## config.mk

```make
export PLATFORM = sky130hd
export DESIGN_NAME = rc5_key_expand
export DESIGN_NICKNAME = d
export VERILOG_FILES = /design/src/rtl/rc5_pkg.sv /design/src/rtl/rc5_rotl.sv /design/src/rtl/rc5_key_expand.sv
export SDC_FILE = /design/constraint.sdc
export NUM_CORES = 2
export LEC_CHECK = 0
export BUFFER_PORTS_ARGS = -buffer_cell sky130_fd_sc_hd__buf_4
export CAP_MARGIN = 20
export CORE_UTILIZATION = 45
export DETAILED_ROUTE_END_ITERATION = 8
export GPL_ROUTABILITY_DRIVEN = 0
export SETUP_SLACK_MARGIN = 0.02
export SYNTH_ARGS = -nofsm -noshare
export SYNTH_HDL_FRONTEND = slang
export SYNTH_SLANG_ARGS = --single-unit
```

## constraint.sdc

```tcl
create_clock -name clk -period 23.7 [get_ports clk]
set_clock_uncertainty 0.2 [all_clocks]
set_input_delay 5.925 -clock clk [delete_from_list [all_inputs] [get_ports clk]]
set_output_delay 5.925 -clock clk [all_outputs]
set_load 0.005 [all_outputs]
```

## src/rtl/rc5_pkg.sv

```systemverilog
// rc5_pkg: shared word type, magic constants and state encoding for the RC5-16 key schedule and cipher.
package rc5_pkg;
    localparam int W = 16;
    localparam int C_WORDS = 8;
    localparam int MAX_T = 64;
    typedef logic [W-1:0] word_t;
    localparam word_t P16 = 16'hB7E1;
    localparam word_t Q16 = 16'h9E37;
    typedef enum logic [1:0] {IDLE, INIT, MIX, DONE} ks_state_t;
    function automatic logic [6:0] t_of(input logic [4:0] r);
        return {1'b0, r, 1'b0} + 7'd2;
    endfunction
endpackage

```

## src/rtl/rc5_rotl.sv

```systemverilog
// rc5_rotl: combinational rotate-left of a W-bit word, shared by the key schedule and the cipher core.
module rc5_rotl #(
    parameter int W = 16
) (
    input  logic [W-1:0]         x,
    input  logic [$clog2(W)-1:0] amt,
    output logic [W-1:0]         y
);
    assign y = (x << amt) | (x >> (W - 32'(amt)));
endmodule

```

## src/rtl/rc5_key_expand.sv

```systemverilog
// rc5_key_expand: RC5-16/r/16 key schedule filling S[0..2r+1], one INIT or MIX step per clock.
// Define RC5_KEY_ZEROIZE_EN to add a zeroize input and wipe L/A/B once the table is complete.
module rc5_key_expand
    import rc5_pkg::*;
#(
    parameter int MAX_ROUNDS = 31
) (
    input  logic         clk,
    input  logic         rst_n,
    input  logic         load_key,
`ifdef RC5_KEY_ZEROIZE_EN
    input  logic         zeroize,
`endif
    input  logic [127:0] key,
    input  logic [4:0]   num_rounds,
    output logic         key_ready,
    output logic         busy,
    input  logic [5:0]   s_rd_addr,
    output logic [15:0]  s_rd_data
);
    localparam int DEPTH = 2 * (MAX_ROUNDS + 1);

    ks_state_t  state_q, state_d;
    word_t      s_q [DEPTH];
    word_t      s_d [DEPTH];
    word_t      l_q [C_WORDS];
    word_t      l_d [C_WORDS];
    word_t      a_q, a_d, b_q, b_d;
    logic [5:0] i_q, i_d;
    logic [2:0] j_q, j_d;
    logic [7:0] k_q, k_d;
    logic [4:0] r_q, r_d;
    logic       key_ready_q, key_ready_d, busy_q, busy_d;

    logic [6:0] t_cur;
    logic [7:0] t_max, n_last;
    logic       i_last, k_last, accept;
    word_t      init_val, sum_a, a_new, ab_sum, sum_b, b_new;

    assign t_cur    = t_of(r_q);
    assign t_max    = (t_cur > 7'd8) ? {1'b0, t_cur} : 8'd8;
    assign n_last   = t_max + (t_max << 1) - 8'd1;
    assign i_last   = {1'b0, i_q} == t_cur - 7'd1;
    assign k_last   = k_q == n_last;
    assign accept   = load_key && !busy_q && (state_q == IDLE || state_q == DONE);
    assign init_val = P16 + Q16 * word_t'(i_q);

    assign sum_a = s_q[i_q] + a_q + b_q;
    rc5_rotl #(.W(W)) u_rotl_a (.x(sum_a), .amt(4'd3), .y(a_new));
    // B's rotate amount depends on the freshly computed A, so both rotates chain in one cycle.
    assign ab_sum = a_new + b_q;
    assign sum_b  = l_q[j_q] + ab_sum;
    rc5_rotl #(.W(W)) u_rotl_b (.x(sum_b), .amt(ab_sum[3:0]), .y(b_new));

    assign key_ready = key_ready_q;
    assign busy      = busy_q;
    assign s_rd_data = key_ready_q ? s_q[s_rd_addr] : '0;

    always_comb begin
        state_d     = state_q;
        s_d         = s_q;
        l_d         = l_q;
        a_d         = a_q;
        b_d         = b_q;
        i_d         = i_q;
        j_d         = j_q;
        k_d         = k_q;
        r_d         = r_q;
        key_ready_d = key_ready_q;
        busy_d      = busy_q;
        case (state_q)
            INIT: begin
                s_d[i_q] = init_val;
                i_d      = i_last ? '0 : i_q + 6'd1;
                state_d  = i_last ? MIX : INIT;
            end
            MIX: begin
                s_d[i_q] = a_new;
                l_d[j_q] = b_new;
                a_d      = a_new;
                b_d      = b_new;
                i_d      = i_last ? '0 : i_q + 6'd1;
                j_d      = j_q + 3'd1;
                k_d      = k_q + 8'd1;
                state_d  = k_last ? DONE : MIX;
            end
            DONE: begin
                // First DONE cycle publishes the table; later cycles just hold it.
                if (busy_q) begin
                    busy_d      = 1'b0;
                    key_ready_d = 1'b1;
`ifdef RC5_KEY_ZEROIZE_EN
                    for (int m = 0; m < C_WORDS; m++) l_d[m] = '0;
                    a_d = '0;
                    b_d = '0;
`endif
                end
            end
            default: ;
        endcase
        if (accept) begin
            for (int m = 0; m < C_WORDS; m++) l_d[m] = {key[119-16*m -: 8], key[127-16*m -: 8]};
            r_d         = num_rounds;
            a_d         = '0;
            b_d         = '0;
            i_d         = '0;
            j_d         = '0;
            k_d         = '0;
            state_d     = INIT;
            busy_d      = 1'b1;
            key_ready_d = 1'b0;
        end
`ifdef RC5_KEY_ZEROIZE_EN
        if (zeroize) begin
            for (int n = 0; n < DEPTH; n++) s_d[n] = '0;
            for (int m = 0; m < C_WORDS; m++) l_d[m] = '0;
            a_d         = '0;
            b_d         = '0;
            i_d         = '0;
            j_d         = '0;
            k_d         = '0;
            state_d     = IDLE;
            busy_d      = 1'b0;
            key_ready_d = 1'b0;
        end
`endif
    end

    always_ff @(posedge clk or negedge rst_n) begin
        if (!rst_n) begin
            state_q <= IDLE;
            for (int n = 0; n < DEPTH; n++) s_q[n] <= '0;
            for (int m = 0; m < C_WORDS; m++) l_q[m] <= '0;
            a_q         <= '0;
            b_q         <= '0;
            i_q         <= '0;
            j_q         <= '0;
            k_q         <= '0;
            r_q         <= '0;
            key_ready_q <= 1'b0;
            busy_q      <= 1'b0;
        end else begin
            state_q     <= state_d;
            s_q         <= s_d;
            l_q         <= l_d;
            a_q         <= a_d;
            b_q         <= b_d;
            i_q         <= i_d;
            j_q         <= j_d;
            k_q         <= k_d;
            r_q         <= r_d;
            key_ready_q <= key_ready_d;
            busy_q      <= busy_d;
        end
    end
endmodule

```

==> flow_summary.ini <==
[clocking]
cts_root_buffer = clkbuf_16
htree_levels = 4
cts_sinks = 1210
cts_buffer_depth = 3
cts_tree = built
postCtsSetupBuffers = 0
cts_buffers = 139
cts_resized = 0
worstSkewPairLatency_ps = 790
clk_pin_slew_ps = 60
cts-hold-fix-buffers = 0

[global_route]
grt_max_degree = 173
grt_usage_pct = 28.69
grt_antenna_before_repair = 11
grt_pass1_vias = 49210
grt_overflow_total = 0
grt_first_pass_wirelength_um = 323800

[timing]
slew_headroom_pct = 17.52
rsz0062_at_grt = false
tns_ps = 0
max_clock_freq_ghz = 0.05973
worst_pin_slew_ps = 1237
fin_ws_ps = 6957
min_period_over_period_pct = 70.64
hold_viol = 0
slew_violations = 0
setup_viol = 0
fin_crit_ps = 16740

[setup_path]
reg2reg_slack_ps = 10570
required_ps = 17580
timing.rr.start = i_q[0]
setup.worst_path.end_class = output port
critical_path_class = in2out
startpoint = s_rd_addr[0]
crit_fanout = 76
crit_chain = buf_8 -> buf_4 -> buf_4 -> mux4_2 -> mux4_2 -> mux4_2 -> and2_1 -> buf_4
worstSetupStartpointType = input pin
slowest_stage = buf_4
cpPeakStageDelay_ps = 890
crit_arrival_ps = 10620

[floorplanning]
initial_utilization_pct = 45.28
core_area_um2 = 147700
io_pins = 160
die_w_um = 387.5
die_h_um = 387.5
die-area_um2 = 150100
rows = 141

[hold_path]
hp-start = s_q[471]
hold_path_class = reg2reg

[synthesis]
ys_seq_elements = 1210
ys.flop_type = dfrtp_1
ys_async_sr_fraction_pct = 100.0
synthCells = 6050
synth_seq_area_share_pct = 45.29
synth.avg_cell_area_um2 = 11.05
netlist_area_um2 = 66860
synth_cell_type_count = 75
syn_nets = 6336
synth-edff-count = 0
ys_warn_count = 0

[run_status]
outcome = complete, no violations

[routing]
vias_per_cell = 6.270
firstDrtPassIters = 6
drtIter0Drc = 4999
routed_wl_um = 212900
ant_nets = 0
drc_errors = 0
num_vias = 49970
wl_per_cell_um = 26.71

[place]
dp_hpwl_um = 136600
dp_slack_ps = 6886
place_inst = 7716
io_buffers = 159

[layout]
area_delta_synth_final_pct = 11.35
stdcell_count = 7970
layout_commonest_cell = dfrtp_1
layout-drive-gt1-share_pct = 21.35
fin_nets = 6215
mostFrequentLayoutCells = 1206 x dfrtp_1, 1193 x nand2_1, 1095 x o21ai_0, 688 x mux4_2, 273 x buf_4

[job]
maxCapViolCount = 0
-- logic make-up after synthesis --
kind of cell	count (synthesis)	share of synthesized area, %
AND/OR/NAND/NOR	1640	9.858
AO/OA/AOI/OAI	1623	13.23
flip-flops	1210	45.29
multiplexers	729	23.84
buffers and inverters	613	3.477
adder cells (fa/ha/maj)	144	3.076
XOR/XNOR	91	1.233
-- layout make-up --
cell class,count,area (um^2)
fill,12980,73210
inverter,70,267.8
clock buffer,192,4011
multi-input combinational,4227,34490
clock inverter,58,772.0
tap,1930,2415
timing repair buffer,281,2198
antenna,2,5.005
sequential,1210,30290
-- registers in the layout, summed over array words and instances, names as in the netlist --
signal     cells
state_q        2
key_ready      1
k_q            8
a_q           16
s_q         1024
b_q           16
r_q            5
j_q            3
l_q          128
i_q            6
busy           1
-- final timing paths --
check | to | depth (start not counted)
worst min-delay path | s_q[471] | 2
min in group asynchronous | l_q[66] | 1
worst max-delay path | s_rd_data[8] | 8
worst max register to register | l_q[108] | 39
max in group asynchronous | s_q[675] | 5
worst min register to register | s_q[471] | 2
-- layer usage --
metal  global-route usage [%]  vias to the layer above  part of all wire (%)
met5                        0                        -                 0.017
met4                    12.59                        8                   4.8
met3                    5.744                      496                   8.2
met2                    45.52                     2191                    47
met1                    38.41                    25440                    40
li1                         -                    21830                     -
-- synthesized netlist by cell type (19+ instances only) --
library cell / instances / area share, %
mux2i_1: 21 / 0.31
xnor2_1: 60 / 0.79
nand2_1: 1212 / 6.8
buf_1: 79 / 0.44
and3_1: 20 / 0.19
o21ai_1: 61 / 0.46
nor3_1: 28 / 0.21
and2_1: 38 / 0.36
o21ai_0: 1095 / 8.2
nor2_1: 243 / 1.4
dfrtp_1: 1210 / 45
inv_1: 63 / 0.35
a21o_1: 27 / 0.30
o22ai_1: 63 / 0.59
ha_1: 110 / 2.1
nand3_1: 29 / 0.22
a21oi_1: 180 / 1.3
xor2_1: 29 / 0.38
mux4_2: 688 / 23
mux2_2: 19 / 0.32
clkbuf_1: 447 / 2.5
a31oi_1: 22 / 0.21
a22oi_1: 44 / 0.49
fa_1: 34 / 1.0
-- critical path: cells and delay by family --
kind | cells | cell delay, ps
AND/OR/NAND/NOR | 1 | 260
buffers and inverters | 4 | 2550
multiplexers | 3 | 1690
-- per-stage QoR --
step           area (um^2)  util (%)  hold slack (ps)
3_5_place_dp         69630     47.15            286.4
5_1_grt              74450     50.42            319.9
2_1_floorplan        66860         -            260.9
3_3_place_gp         69620     47.15            274.9
4_1_cts              74410     50.39            299.2
6_report             74450     50.42            291.4
Power is left out: the tool's default activity adds up to more than one toggle a clock period on the data nets, which glitch-free logic cannot reach.
